===== src/rtl/pipe_trace_pkg.sv =====
// Shared types and constants for the pipeline trace monitor: halt/NOP encodings,
// monitor FSM states and the 32-bit branch trace entry layout.
package pipe_trace_pkg;

  localparam int TRACE_XLEN = 32;

  localparam logic [TRACE_XLEN-1:0] HALT_INSTR = 32'h0000_006F;  // jal x0, 0
  localparam logic [TRACE_XLEN-1:0] NOP_INSTR  = 32'h0000_0000;  // pipeline bubble

  typedef enum logic [1:0] {
    ST_IDLE   = 2'd0,
    ST_RUN    = 2'd1,
    ST_HALTED = 2'd2
  } state_e;

  typedef struct packed {
    logic [TRACE_XLEN-1:0] pc;
    logic [TRACE_XLEN-1:0] target;
    logic                  taken;
  } trace_entry_t;

endpackage


===== src/rtl/trace_fifo.sv =====
// Circular branch-trace buffer with show-ahead head, registered flags and sticky overflow.
// TRACE_OVERWRITE_EN: when defined a push into a full buffer replaces the oldest entry.
module trace_fifo
  import pipe_trace_pkg::*;
#(
  parameter int DEPTH = 16
) (
  input  logic                   clock,
  input  logic                   reset,
  input  logic                   clear,
  input  logic                   push,
  input  logic                   pop,
  input  trace_entry_t           wdata,
  output trace_entry_t           rdata,
  output logic [$clog2(DEPTH):0] count,
  output logic                   full,
  output logic                   empty,
  output logic                   overflow
);

  localparam int AW = $clog2(DEPTH);
  localparam logic [AW:0] DEPTH_C = (AW+1)'(DEPTH);

  trace_entry_t  mem_q [DEPTH];
  logic [AW-1:0] head_q, head_d, tail_q, tail_d;
  logic [AW:0]   count_q, count_d;
  logic          full_q, full_d, empty_q, empty_d, ovf_q, ovf_d;
  logic          pop_ok_s, wr_en_s, head_adv_s;

  // Pointer, occupancy and overflow next-state; clear overrides everything.
  always_comb begin
    pop_ok_s = pop && !empty_q;
`ifdef TRACE_OVERWRITE_EN
    wr_en_s    = push;
    head_adv_s = pop_ok_s || (push && full_q);
`else
    wr_en_s    = push && (!full_q || pop_ok_s);
    head_adv_s = pop_ok_s;
`endif
    head_d  = head_q;
    tail_d  = tail_q;
    count_d = count_q;
    ovf_d   = ovf_q;
    if (head_adv_s) begin
      head_d = head_q + AW'(1);
    end else begin
      head_d = head_q;
    end
    if (wr_en_s) begin
      tail_d = tail_q + AW'(1);
    end else begin
      tail_d = tail_q;
    end
    if (wr_en_s && !head_adv_s) begin
      count_d = count_q + (AW+1)'(1);
    end else if (!wr_en_s && head_adv_s) begin
      count_d = count_q - (AW+1)'(1);
    end else begin
      count_d = count_q;
    end
    if (push && full_q && !pop_ok_s) begin
      ovf_d = 1'b1;
    end else begin
      ovf_d = ovf_q;
    end
    if (clear) begin
      head_d  = '0;
      tail_d  = '0;
      count_d = '0;
      ovf_d   = 1'b0;
    end else begin
      ovf_d = ovf_d;
    end
    full_d  = (count_d == DEPTH_C);
    empty_d = (count_d == (AW+1)'(0));
  end

  // Control state registers.
  always_ff @(posedge clock or negedge reset) begin
    if (!reset) begin
      head_q  <= '0;
      tail_q  <= '0;
      count_q <= '0;
      full_q  <= 1'b0;
      empty_q <= 1'b1;
      ovf_q   <= 1'b0;
    end else begin
      head_q  <= head_d;
      tail_q  <= tail_d;
      count_q <= count_d;
      full_q  <= full_d;
      empty_q <= empty_d;
      ovf_q   <= ovf_d;
    end
  end

  // Entry storage; contents are only observable through a valid head.
  always_ff @(posedge clock) begin
    if (wr_en_s && !clear) begin
      mem_q[tail_q] <= wdata;
    end
  end

  assign rdata    = empty_q ? '0 : mem_q[head_q];
  assign count    = count_q;
  assign full     = full_q;
  assign empty    = empty_q;
  assign overflow = ovf_q;

endmodule


===== src/rtl/pipe_trace_monitor.sv =====
// Per-cycle pipeline observer: branch trace buffer, saturating perf counters, halt detector.
// TRACE_OVERWRITE_EN selects overwrite-oldest behaviour of the trace buffer when full.
module pipe_trace_monitor
  import pipe_trace_pkg::*;
#(
  parameter int XLEN        = TRACE_XLEN,
  parameter int DEPTH       = 16,
  parameter int HALT_REPEAT = 4,
  parameter int CNT_W       = 32
) (
  input  logic                   clock,
  input  logic                   reset,
  input  logic                   enable,
  input  logic                   clear,
  input  logic [XLEN-1:0]        pc,
  input  logic [XLEN-1:0]        if_instr,
  input  logic                   wb_valid,
  input  logic [XLEN-1:0]        wb_instr,
  input  logic                   br_valid,
  input  logic                   br_taken,
  input  logic [XLEN-1:0]        br_pc,
  input  logic [XLEN-1:0]        br_target,
  input  logic                   rd_ready,
  output logic                   rd_valid,
  output logic [XLEN-1:0]        rd_pc,
  output logic [XLEN-1:0]        rd_target,
  output logic                   rd_taken,
  output logic [$clog2(DEPTH):0] count,
  output logic                   full,
  output logic                   empty,
  output logic                   overflow,
  output logic                   halted,
  output logic [CNT_W-1:0]       cycle_cnt,
  output logic [CNT_W-1:0]       retired_cnt,
  output logic [CNT_W-1:0]       branch_cnt,
  output logic [CNT_W-1:0]       taken_cnt
);

  localparam int SW = $clog2(HALT_REPEAT + 1);

  state_e           state_q, state_d;
  logic [XLEN-1:0]  pc_prev_q;
  logic [SW-1:0]    stable_q, stable_d;
  logic [CNT_W-1:0] cyc_q, cyc_d, ret_q, ret_d, br_q, br_d, tk_q, tk_d;
  logic             halted_q;
  logic             run_s, push_s;
  trace_entry_t     wentry_s, head_s;

  function automatic logic [CNT_W-1:0] sat_inc(input logic [CNT_W-1:0] v, input logic en);
    if (en && (v != {CNT_W{1'b1}})) begin
      return v + CNT_W'(1);
    end else begin
      return v;
    end
  endfunction

  // FSM next state, halt stability tracking and counter updates.
  always_comb begin
    run_s    = (state_q == ST_RUN);
    state_d  = state_q;
    stable_d = '0;
    if (run_s && (if_instr == HALT_INSTR) && (pc == pc_prev_q)) begin
      stable_d = stable_q + SW'(1);
    end else begin
      stable_d = '0;
    end
    case (state_q)
      ST_IDLE: begin
        if (enable) state_d = ST_RUN;
        else        state_d = ST_IDLE;
      end
      ST_RUN: begin
        if (!enable)                           state_d = ST_IDLE;
        else if (stable_d == SW'(HALT_REPEAT)) state_d = ST_HALTED;
        else                                   state_d = ST_RUN;
      end
      ST_HALTED: state_d = ST_HALTED;
      default:   state_d = ST_IDLE;
    endcase
    cyc_d = sat_inc(cyc_q, run_s);
    ret_d = sat_inc(ret_q, run_s && wb_valid && (wb_instr != NOP_INSTR));
    br_d  = sat_inc(br_q,  run_s && br_valid);
    tk_d  = sat_inc(tk_q,  run_s && br_valid && br_taken);
    if (clear) begin
      state_d  = ST_IDLE;
      stable_d = '0;
      cyc_d    = '0;
      ret_d    = '0;
      br_d     = '0;
      tk_d     = '0;
    end else begin
      state_d = state_d;
    end
  end

  // FSM, halt tracker and counter registers.
  always_ff @(posedge clock or negedge reset) begin
    if (!reset) begin
      state_q   <= ST_IDLE;
      pc_prev_q <= '0;
      stable_q  <= '0;
      halted_q  <= 1'b0;
      cyc_q     <= '0;
      ret_q     <= '0;
      br_q      <= '0;
      tk_q      <= '0;
    end else begin
      state_q   <= state_d;
      pc_prev_q <= pc;
      stable_q  <= stable_d;
      halted_q  <= (state_d == ST_HALTED);
      cyc_q     <= cyc_d;
      ret_q     <= ret_d;
      br_q      <= br_d;
      tk_q      <= tk_d;
    end
  end

  assign push_s   = br_valid && run_s;
  assign wentry_s = '{pc: br_pc, target: br_target, taken: br_taken};

  trace_fifo #(.DEPTH(DEPTH)) u_fifo (
    .clock    (clock),
    .reset    (reset),
    .clear    (clear),
    .push     (push_s),
    .pop      (rd_ready),
    .wdata    (wentry_s),
    .rdata    (head_s),
    .count    (count),
    .full     (full),
    .empty    (empty),
    .overflow (overflow)
  );

  assign rd_valid    = !empty;
  assign rd_pc       = head_s.pc;
  assign rd_target   = head_s.target;
  assign rd_taken    = head_s.taken;
  assign halted      = halted_q;
  assign cycle_cnt   = cyc_q;
  assign retired_cnt = ret_q;
  assign branch_cnt  = br_q;
  assign taken_cnt   = tk_q;

endmodule


===== config.mk =====
export PLATFORM = sky130hd
export DESIGN_NAME = pipe_trace_monitor
export DESIGN_NICKNAME = d
export VERILOG_FILES = /design/src/rtl/pipe_trace_pkg.sv /design/src/rtl/trace_fifo.sv /design/src/rtl/pipe_trace_monitor.sv
export SDC_FILE = /design/constraint.sdc
export NUM_CORES = 1
export LEC_CHECK = 0
export ABC_AREA = 0
export CAP_MARGIN = 0
export CELL_PAD_IN_SITES_DETAIL_PLACEMENT = 2
export CELL_PAD_IN_SITES_GLOBAL_PLACEMENT = 2
export CORE_ASPECT_RATIO = 1.75
export CORE_UTILIZATION = 48
export DETAILED_ROUTE_END_ITERATION = 6
export PLACE_DENSITY = 0.95
export RECOVER_POWER = 25
export SYNTH_ARGS = -nofsm -noshare
export SYNTH_HDL_FRONTEND = slang
export SYNTH_SLANG_ARGS = --single-unit
export TNS_END_PERCENT = 20

===== constraint.sdc =====
create_clock -name clock -period 13.3 [get_ports clock]
set_clock_uncertainty 0.1 [all_clocks]
set_input_delay 2.66 -clock clock [delete_from_list [all_inputs] [get_ports clock]]
set_output_delay 2.66 -clock clock [all_outputs]
set_load 0.1 [all_outputs]

# Word level (Yosys, flattened, before mapping)
# Memory sizes are Yosys's and may differ from the RTL's.
# Cells that the tools add are included.
[word_totals] memories=1 regBits=182 mem_bits_rw=1040 input_bits=168
[memory_table] memory="u_fifo.mem_q" depth=16 word_bits=65 rd=1 rd_clocked_by_memory_dff=0 write_ports=1 line_no="trace_fifo.sv:24" text="trace_entry_t mem_q [DEPTH];"
[classes] reduce_logical=33 n_addsub=9 n_eq_ne=11 n_mux=27
[ops] op="$mux 32" count=8
[ops] op="$add 32x1->32 const B" count=4
[ops] op="$ne 32x32->1 const B" count=4
[ops] op="$mux 65" count=1
[ops] op="$eq 32x32->1" count=1
[ops] op="$eq 32x7->1 const B" count=1
[ops] op="$reduce_bool 32->1" count=1
[ops] op="$logic_and 1x1->1" count=17
[ops] op="$mux 4" count=4
[ops] op="$mux 5" count=3
[ops] op="$reduce_bool 2->1" count=7
[ops] op="$add 4x1->4 const B" count=2
[ops] op="$mux 2" count=3
[ops] op="$mux 3" count=2
[ops] op="$pmux 2 s3" count=1
[ops] op="$add 5x1->5 const B" count=1
[ops] op="$eq 5x5->1 const B" count=1
[ops] op="$logic_not 1->1" count=5
[ops] op="$logic_not 5->1" count=1
[ops] op="$mux 1" count=5
[ops] op="$sub 5x1->5 const B" count=1
[ops] op="$eq 2x2->1 const B" count=2
[ops] op="$add 3x1->3 const B" count=1
[ops] op="$eq 3x3->1 const B" count=1
[ops] op="3 further kinds" count=3

# Depth between registers and ports, before layout
[depth] word_depth=10 mapped_depth=9 depth_no_buf=7

# Hierarchy
# From an unflattened synthesis, not the netlist that was laid out.
[unflattened] cells_unflattened=2617 hier_area_um2=49072.1
[modules_own_cells] mod="trace_fifo" seq_area_each_um2=31631.6 instances=1 cells_each=1762 area_per_inst_um2=40677.8
[modules_own_cells] mod="pipe_trace_monitor" seq_area_each_um2=4154.0 instances=1 cells_each=855 area_per_inst_um2=8394.3

# Worst setup path after synthesis
# Ideal clock, no wire load.
[synth_path] path_type="input to register" start="input br_valid" end="memory u_fifo.mem_q[0][0] in the netlist's numbering, enable pin" path_buffers=0 path_stages=5 path_slack_ns=4.614 arrival_time_ns=8.018 setup_ns=0.568 cell_sequence="nand3b_1 a21oi_1 nor2b_1 nand2_1 nor3_1"
[synth_via] elab_chain_cells=5
[synth_lines] element="start: declaration" line_no="pipe_trace_monitor.sv:19" text="input logic br_valid,"
[synth_lines] element="$logic_and 1x1->1" line_no="pipe_trace_monitor.sv:119" text="assign push_s = br_valid && run_s;"
[synth_lines] element="$logic_and 1x1->1" line_no="trace_fifo.sv:37" text="wr_en_s = push && (!full_q || pop_ok_s);"
[synth_lines] element="$logic_and 1x1->1" line_no="trace_fifo.sv:99" text="if (wr_en_s && !clear) begin"
[synth_lines] element="$mux 1" line_no="trace_fifo.sv:99"
[synth_lines] element="$mux 1 (not written as such)" line_no="trace_fifo.sv:100" text="mem_q[tail_q] <= wdata;"
[synth_lines] element="end: declaration" line_no="trace_fifo.sv:24"
# No other way between the ends.

# Final worst setup path
[layout_path] start="register u_fifo.head_q[1]" end="output rd_target[0]"
[layout_via] elab_chain_cells=2
[layout_lines] element="start: declaration" line_no="trace_fifo.sv:25" text="logic [AW-1:0] head_q, head_d, tail_q, tail_d;"
[layout_lines] element="start signal: assignment" line_no="trace_fifo.sv:81" text="head_q <= '0;"
[layout_lines] element="start signal: assignment" line_no="trace_fifo.sv:88" text="head_q <= head_d;"
[layout_lines] element="$mem_v2 16x65"
[layout_lines] element="$mux 65" line_no="trace_fifo.sv:104" text="assign rdata = empty_q ? '0 : mem_q[head_q];"
[layout_lines] element="end: declaration" line_no="pipe_trace_monitor.sv:26" text="output logic [XLEN-1:0] rd_target,"
# No other way between the ends.

==> metrics.txt <==
final core occ 57.2%; clock slew seen by the registers of the worst setup and hold paths approximately 0.070 ns; Sw Pwr about 0.0029 W; Final ANT Viol Nets 0; vias in the first global route 31,000; clock buffer depth 3; I/O pins 371; Seq pwr share around 45%; hold_buf cts 0; height of the die roughly 420 um; Chip Width around 240 um; part of the power in combinational logic 19.5%; layout filler cell count approximately 8,400; Syn Nets roughly 2,700; setup_tns 0 ns; fin nets around 3,100; CP endpoint kind output port; reg2reg setup slack 8.51 ns; ys flop type edfxtp_1; CTS resizes 0; initial antenna violation count 23; CTS tree yes; power share of the clock group 36.0%; final hold slack ~0.43 ns; initial core utilization 48.3%; Post-synth EDFFs 1,040; Area Overhead vs Synth 18.4%; gr ovfl total 0; Sw Share around 30%; GPL Wtd Cong around 0.79; #FFs+latches synth roughly 1,200; # Max-Cap Violations 1; Clock Latency Late Sink 0.73 ns; row count about 150; share of layout cells above drive strength 1 between 10% and 20%; family with the most delay on the worst path buffers and inverters; Place WS between 5 and 6 ns; synthesized area per cell between 15 and 20 um2; Crit Path Class reg2out; CP Launch Type flip-flop; critical path arrival around 6.0 ns; Post-Syn Instances 2,490; FF-to-FF End u_fifo.mem_q[12][63]; Seq/Total Area, Yosys 73.6%; commonest non-fill, non-tap cell in the layout edfxtp_1; buffer and inverter count on the worst path 3; Worst-Margin Slew between 2 and 3 ns; Slew Limit Fails 50; final worst slack between 4 and 5 ns; RSZ-0062 raised after global routing false; Cell Area, Synth about 49,000 um2; Via Count approximately 28,000; Core Area roughly 100,000 um2; Hold Path Origin stable_q[0]; crit-path max cell delay about 1.1 ns; Pre-antenna DRT Iters 5; status finished, violations left; hold depth 1; Int Pwr 0.00665 W; Req. time, crit path around 11 ns; CTS H-Tree Depth 3; min-delay worst type reg2reg; 1st-iter DRT viols around 2,800; worst reg-to-reg path cell count 6; drc violations 0; crit path time final just under 9 ns; leak pwr 18.2 nW; Worst slew margin -87.4%; Die Area between 100,000 and 150,000 um2; Max stage delay cell, worst path buf_4; Achievable Freq 0.114 GHz; Ys Warns 0; Final setup viols 0; port bufs 370; final hold violation count 0; clock root cell clkbuf_16; crit path max fanout 83; Avg WL per Cell around 42 um; CP cell instances buf_4 > buf_4 > mux4_2 > mux4_2 > and2_1 > clkdlybuf4s50_1; clock sink total about 1,200; pwr dens about 170 nW/um2; Total GRT Usage between 30 and 40%; total clock buffers created by CTS between 100 and 150; most frequent cells in the layout edfxtp_1 (1,040), mux4_2 (325), clkdlybuf4s50_1 (297); VDD IR-drop max 0.125 mV; vias per inst roughly 6.5; largest net degree at the start of global routing 84; first-pass GRT wire length between 200 and 300 mm; hold endpoint stable_q[0]; final WL around 180 mm; Critical R2R Launch state_q[1]; period utilisation layout 65.7%; post-DP HPWL approximately 100 mm; failing checks max-capacitance violations, max-slew violations; post-CTS setup buffers 0; Async SR Flop Fraction ~15%; post-synthesis cell type count 53
-- stage by stage --
stage          power [W]  cell area [um2]  std cells
2_1_floorplan    0.00563            48600       2490
3_3_place_gp     0.00605            53900       4112
3_5_place_dp     0.00616            53900       4112
4_1_cts          0.00954            57600       4312
5_1_grt          0.00973            57600       4319
6_report         0.00954            57600       4323
-- power groups by stage --
stage                     clock network [W]  logic (W)  registers [W]
final                               0.00343    0.00186        0.00424
after global routing                0.00356    0.00192        0.00425
after CTS                           0.00343    0.00187        0.00425
after detailed placement                  0    0.00183        0.00433
after global placement                    0    0.00173        0.00432
after floorplan                           0    0.00129        0.00434
-- cell families (layout without fill, tap and decap cells) --
| logic type | after synthesis | in the layout | share of synthesized area (%) |
|---|---|---|---|
| adders and majority gates | 12 | 12 | 0.309 |
| buffers and inverters | 130 | 626 | 1.11 |
| AOI/OAI and AO/OA | 75 | 75 | 0.895 |
| and+or+nand+nor | 583 | 583 | 6.46 |
| DFF | 1222 | 1222 | 73.6 |
| muxes | 327 | 327 | 15.1 |
| xor gates and xnor gates | 141 | 141 | 2.54 |
| other | 0 | 11 | 0 |
-- worst max path at each step --
stage | start | endpoint | depth (start not counted)
floorplan | br_valid | u_fifo.mem_q[0][0] | 5
global placement | u_fifo.head_q[0] | rd_pc[23] | 6
detailed placement | u_fifo.head_q[0] | rd_target[8] | 6
CTS | u_fifo.head_q[0] | rd_target[12] | 6
global route | u_fifo.head_q[0] | rd_target[12] | 6
finish | u_fifo.head_q[1] | rd_target[0] | 6
-- sequential cells by signal (all words and copies together), names as in the netlist --
name,flops
u_fifo.tail_q,4
cycle_cnt,32
branch_cnt,32
taken_cnt,32
stable_q,3
pc_prev_q,32
state_q,2
u_fifo.overflow,1
halted,1
u_fifo.mem_q,1040
u_fifo.count,5
u_fifo.empty,1
u_fifo.full,1
retired_cnt,32
u_fifo.head_q,4
-- layout make-up --
cell class                 instances  area [um2]  share of cell area [%]
timing repair buffer             407        3970                    6.89
inverter                          19        71.3                   0.124
tap                             1326        1660                    2.88
multi-input combinational       1138       12400                    21.6
antenna                           11        27.5                  0.0478
sequential                      1222       35800                    62.2
clock inverter                    55         536                   0.930
clock buffer                     145        3100                    5.39
-- layer usage --
layer	routed length [um]	part of all wire [%]	track usage (%)	vias up
li1	-	-	-	10900
met1	66300	37	43.5	15400
met2	94600	52	63.2	1628
met3	13300	7.4	6.50	311
met4	6330	3.5	11.9	18
met5	125	0.069	0	-
-- cells in the mapped netlist (all sizes together), types with 3 or more instances --
cell / instances / area share (%)
a21oi: 27 / 0.28
a31oi: 3 / 0.039
and2: 76 / 0.98
and3: 20 / 0.26
and4: 19 / 0.35
buf: 41 / 0.42
clkbuf: 70 / 0.54
dfrtp: 181 / 9.3
edfxtp: 1040 / 64
ha: 12 / 0.31
inv: 19 / 0.15
mux4: 325 / 15
nand2: 66 / 0.51
nand2b: 10 / 0.13
nand3: 49 / 0.50
nand4: 40 / 0.55
nor2: 152 / 1.2
nor2b: 4 / 0.051
nor3: 53 / 0.56
nor3b: 10 / 0.15
nor4: 42 / 0.60
nor4b: 13 / 0.23
o211ai: 4 / 0.062
o21ai: 28 / 0.29
or3: 20 / 0.26
xnor2: 79 / 1.4
xor2: 62 / 1.1
(Power assumes the default switching activity.)
